===== src/rtl/key_entry_buffer.sv =====
// Keypad entry buffer: collects decimal digits, then converts the BCD entry to binary on enter.
// Optional signed entry (key B toggles sign) is enabled by defining SIGNED_ENTRY_EN.
module key_entry_buffer #(
   parameter int MAX_DIGITS = 4,
   parameter int VAL_W      = 14,
   parameter int CNT_W      = 3
) (
   input  logic                    clk,
   input  logic                    rst,
   input  logic                    key_valid,
   input  logic [3:0]              key_code,
   output logic [4*MAX_DIGITS-1:0] bcd_digits,
   output logic [CNT_W-1:0]        digit_cnt,
   output logic                    busy,
   output logic                    num_valid,
   output logic [VAL_W-1:0]        num_value,
   output logic                    num_neg
);

   typedef enum logic [1:0] {ENTRY, CONVERT, DONE} state_t;

   state_t           state;
   state_t           state_next;
   logic [CNT_W-1:0] conv_idx;
   logic [CNT_W-1:0] dig_sel;
   logic [3:0]       conv_digit;
   logic [VAL_W-1:0] acc;
   logic [VAL_W-1:0] acc_next;
   logic             enter_go;

`ifdef SIGNED_ENTRY_EN
   logic sign;
   logic conv_sign;
`endif

   assign enter_go = (state == ENTRY) && key_valid && (key_code == 4'hF) && (digit_cnt != '0);

   always_comb begin
      state_next = state;
      busy       = 1'b0;
      case (state)
         ENTRY:   if (enter_go) state_next = CONVERT;
         CONVERT: begin
            busy = 1'b1;
            if (conv_idx == CNT_W'(1)) state_next = DONE;
         end
         DONE:    state_next = ENTRY;
         default: state_next = ENTRY;
      endcase
   end

   // conv_idx counts remaining digits, so the most significant unconverted digit sits at conv_idx-1
   always_comb begin
      dig_sel    = conv_idx - CNT_W'(1);
      conv_digit = 4'h0;
      for (int i = 0; i < MAX_DIGITS; i++) begin
         if (dig_sel == CNT_W'(i)) conv_digit = bcd_digits[4*i +: 4];
      end
      acc_next = (acc << 3) + (acc << 1) + VAL_W'(conv_digit);
   end

   always_ff @(posedge clk) begin
      if (rst) state <= ENTRY;
      else     state <= state_next;
   end

   always_ff @(posedge clk) begin
      if (rst) begin
         bcd_digits <= '0;
         digit_cnt  <= '0;
         num_valid  <= 1'b0;
         num_value  <= '0;
         conv_idx   <= '0;
         acc        <= '0;
`ifdef SIGNED_ENTRY_EN
         sign       <= 1'b0;
         conv_sign  <= 1'b0;
         num_neg    <= 1'b0;
`endif
      end else begin
         num_valid <= 1'b0;
         case (state)
            ENTRY: begin
               if (key_valid) begin
                  case (key_code)
                     4'hA: begin
                        bcd_digits <= '0;
                        digit_cnt  <= '0;
`ifdef SIGNED_ENTRY_EN
                        sign       <= 1'b0;
`endif
                     end
`ifdef SIGNED_ENTRY_EN
                     4'hB: sign <= ~sign;
`endif
                     4'hE: begin
                        if (digit_cnt != '0) begin
                           bcd_digits <= {4'h0, bcd_digits[4*MAX_DIGITS-1:4]};
                           digit_cnt  <= digit_cnt - CNT_W'(1);
                        end
                     end
                     4'hF: begin
                        if (digit_cnt != '0) begin
                           conv_idx  <= digit_cnt;
                           acc       <= '0;
`ifdef SIGNED_ENTRY_EN
                           conv_sign <= sign;
`endif
                        end
                     end
                     default: begin
                        if ((key_code <= 4'd9) && (digit_cnt < CNT_W'(MAX_DIGITS))) begin
                           bcd_digits <= {bcd_digits[4*MAX_DIGITS-5:0], key_code};
                           digit_cnt  <= digit_cnt + CNT_W'(1);
                        end
                     end
                  endcase
               end
            end
            CONVERT: begin
               acc      <= acc_next;
               conv_idx <= conv_idx - CNT_W'(1);
            end
            DONE: begin
               num_valid  <= 1'b1;
               bcd_digits <= '0;
               digit_cnt  <= '0;
`ifdef SIGNED_ENTRY_EN
               // two's complement of zero is zero, so only the sign flag needs the zero guard
               num_value  <= conv_sign ? (~acc + VAL_W'(1)) : acc;
               num_neg    <= conv_sign && (acc != '0);
               sign       <= 1'b0;
`else
               num_value  <= acc;
`endif
            end
            default: ;
         endcase
      end
   end

`ifndef SIGNED_ENTRY_EN
   assign num_neg = 1'b0;
`endif

endmodule


===== config.mk =====
export PLATFORM = sky130hd
export DESIGN_NAME = key_entry_buffer
export DESIGN_NICKNAME = d
export VERILOG_FILES = /design/src/rtl/key_entry_buffer.sv
export SDC_FILE = /design/constraint.sdc
export NUM_CORES = 1
export LEC_CHECK = 0
export ABC_AREA = 1
export ABC_CLOCK_PERIOD_IN_PS = 8800
export CORE_MARGIN = 3
export CORE_UTILIZATION = 55
export CTS_BUF_LIST = sky130_fd_sc_hd__clkbuf_4
export DETAILED_ROUTE_END_ITERATION = 8
export GPL_ROUTABILITY_DRIVEN = 0
export PLACE_DENSITY = 0.86
export SLEW_MARGIN = 10
export SYNTH_ARGS = -nofsm -noshare
export SYNTH_HDL_FRONTEND = slang
export SYNTH_SLANG_ARGS = --single-unit
export TNS_END_PERCENT = 10

===== constraint.sdc =====
create_clock -name clk -period 8.8 [get_ports clk]
set_input_delay 1.32 -clock clk [delete_from_list [all_inputs] [get_ports clk]]
set_output_delay 1.32 -clock clk [all_outputs]
set_load 0.05 [all_outputs]

==> run_results.csv <==
group,metric,value,unit
die,die_w,83.94,um
outcome,status,"complete, no violations",
setup_path,arrival,2.67,ns
place,dp_hpwl,6224,um
drt,route.detailed.drc,0,
timing,fin_setup_tns,0,ns
clock_network,root_buffer,"clkbuf_4",
pwr,p_leak,1.751,nW
drt,num_vias,3300,
clock_network,cts_buffers,5,
logic_synthesis,synth-edff-count,0,
drt,via_per_inst,5.622,
run,drv_cap,0,
clock_network,htreeDepth,2,
logic_synthesis,avgSynthCellArea,6.931,sq um
timing,finalMaxSlewViolations,0,
drt,top_layer_used,"met4",
setup_path,path_cells,"inv_1 -> nor2_1 -> clkdlybuf4s50_1",
clock_network,clock_latency,0.39,ns
setup_path,critPathMaxStageDelay,0.97,ns
die,io_pins,43,
logic_synthesis,synthMostInstantiatedCell,"nand2_1",
logic_synthesis,yosysSeqAreaShare,31.76,%
drt,dr_wl_met2,4045,um
die,die_y,83.94,um
grt,antenna_found_initial,0,
setup_path,cp.required,7.48,ns
layout,finish.net_count,552,
die,fp.coreArea,5675,sq um
drt,antenna_left,0,
timing,worst_pin_slew,1.124,ns
timing,period_share,45.39,%
timing,hold_viol,0,
pwr,peakVddDrop,0.0001131,V
logic_synthesis,ys_warn_count,0,
setup_path,cp_slowest_cell,"clkdlybuf4s50_1",
drt,wl_per_cell,14.33,um
logic_synthesis,synthesis.area,3341,sq um
setup_path,cp_max_fo,14,
logic_synthesis,ys_types,32,
logic_synthesis,synth_top_area_share,31.76,%
clock_network,cts_buffer_depth,2,
grt,grt_max_degree,34,
layout,drive_above_1_share,8.155,%
timing,skew,0.008566,ns
grt,grt_util_all_layers,24.21,%
clock_network,path_clk_slew,0.15,ns
logic_synthesis,synthesis.nets,519,
drt,postRouteWirelength,8413,um
die,start_util,58.86,%
clock_network,cts_setup_buffers,0,
place,io_buffers,41,
clock_network,tritoncts,"yes",
place,dp_cells,580,
clock_network,cts_resized,0,
drt,first_pass_iters,5,
setup_path,startpoint_type,"flip-flop",
timing,rsz0062_at_grt,"false",
drt,route.met3.wl,467,um
logic_synthesis,synth_area_leaders,"dfxtp_1 32%, nand2_1 12%, ha_1 10%",
grt,grt_pass1_vias,3156,
setup_path,end_kind,"output pin",
logic_synthesis,synthArstFlopShare,0,%
grt,gr-total-overflow,0,
pwr,p_per_area,125.9,nW/um^2
logic_synthesis,synth-seq-cells,53,
timing,relSlewSlack,24.80,%
logic_synthesis,yosys_most_used_dff,"dfxtp_1",
clock_network,postCtsHoldBufs,0,
logic_synthesis,synthTopCellsByCount,"104 x nand2_1, 60 x nor2_1, 53 x dfxtp_1",
setup_path,critPathKind,"flip-flop to output pin",
layout,syn2layout_area_growth,14.01,%
logic_synthesis,netlist_instances,482,
timing,fin_crit,3.994,ns
timing,fmax,0.2504,GHz
grt,grt_pass1_wl,14230,um
layout,diodes,0,
clock_network,clock_sinks,53,
layout,fill_cells,518,
die,design.die.area,7045,sq um
layout,stdcell_count,587,
timing,finalSetupViolCount,0,
die,rows,27,
hold_path,hold_class,"flip-flop to flip-flop",
drt,met1_length,3710,um
drt,drt-initial-drc-count,277,
logic_synthesis,yosysTopAreaCell,"dfxtp_1",
stage by stage:
step	area [sq um]	power, mW	utilization (%)	hold WS, ns	worst slack (ns)
2_1_floorplan	3341	0.3238	-	0.4445	5.806
5_1_grt	3809	0.4973	67.11	0.5382	4.736
3_3_place_gp	3736	0.3454	65.83	0.4629	5.414
3_5_place_dp	3736	0.3469	65.83	0.4609	5.356
6_report	3809	0.4795	67.11	0.4822	4.806
4_1_cts	3809	0.4799	67.11	0.4822	4.915
critical path: cells and delay by family (launching register included):
kind / cells / cell delay [ns]
buffers and inverters: 2 / 1.04
and+or+nand+nor: 1 / 0.84
DFF: 1 / 0.40
per-layer routing:
metal	vias up	track usage [%]
met5	-	0
met4	0	9.357
met3	23	4.245
met2	130	41.07
met1	1513	30.46
li1	1634	-
registers in the layout, indices dropped and copies added, names as in the netlist:
signal / flops
state: 2
digit_cnt: 3
num_value: 14
num_valid: 1
conv_idx: 3
bcd_digits: 16
acc: 14
cell usage in the layout, fill, tap and decap left out, types with 2 or more instances in the layout:
cell             synthesis  layout
nand4_1                  6       6
o22ai_1                 11      11
inv_2                    5       5
nor2_4                   3       3
inv_1                   51      51
nor2_1                  60      60
nand2_1                104     104
clkbuf_4                 0       5
or2_2                    2       2
a21oi_2                  8       8
o21ai_0                 41      41
nand3b_1                 3       3
fa_1                     3       3
nand2_2                 10      10
clkdlybuf4s50_1          0      41
nand3_1                 29      29
ha_1                    27      27
a21oi_1                 41      41
dfxtp_1                 53      53
area by class of cell:
type                            count  area, sq um  area share, %
Inverter                           57        216.5          5.683
Tap cell                           72        90.09          2.365
Clock buffer                        5        37.54         0.9855
Clock inverter                      2        35.03         0.9198
Timing Repair Buffer               42        417.9          10.97
Sequential cell                    53         1061          27.86
Multi-Input combinational cell    356         1951          51.22
path summary, 6_finish.rpt:
path | start | to | slack, ns | cells past startpoint
worst max-delay path | state[0] | busy | 4.81 | 3
worst min-delay path | acc[13] | acc[13] | 0.48 | 2
worst max register to register | conv_idx[0] | acc[8] | 5.26 | 16
worst min register to register | acc[13] | acc[13] | 0.48 | 2
logic make-up (layout without fill, tap and decap cells):
family	Yosys count	in the layout	share of synthesized area [%]
adder cells (fa/ha/maj)	30	30	11.91
XOR/XNOR	2	2	0.7492
buffers and inverters	73	106	9.850
AND/OR/NAND/NOR	220	220	28.65
other	1	1	0.1123
flip-flops	53	53	31.76
AO/OA/AOI/OAI	103	103	16.97
where the power goes:
part           switching (mW)  leakage (nW)  internal [mW]
sequential            0.00745         0.429          0.247
clock                  0.0786        0.0410         0.0579
combinational          0.0613          1.28         0.0271
total                   0.147          1.75          0.332
No activity file was read; power rests on OpenSTA's default activity.
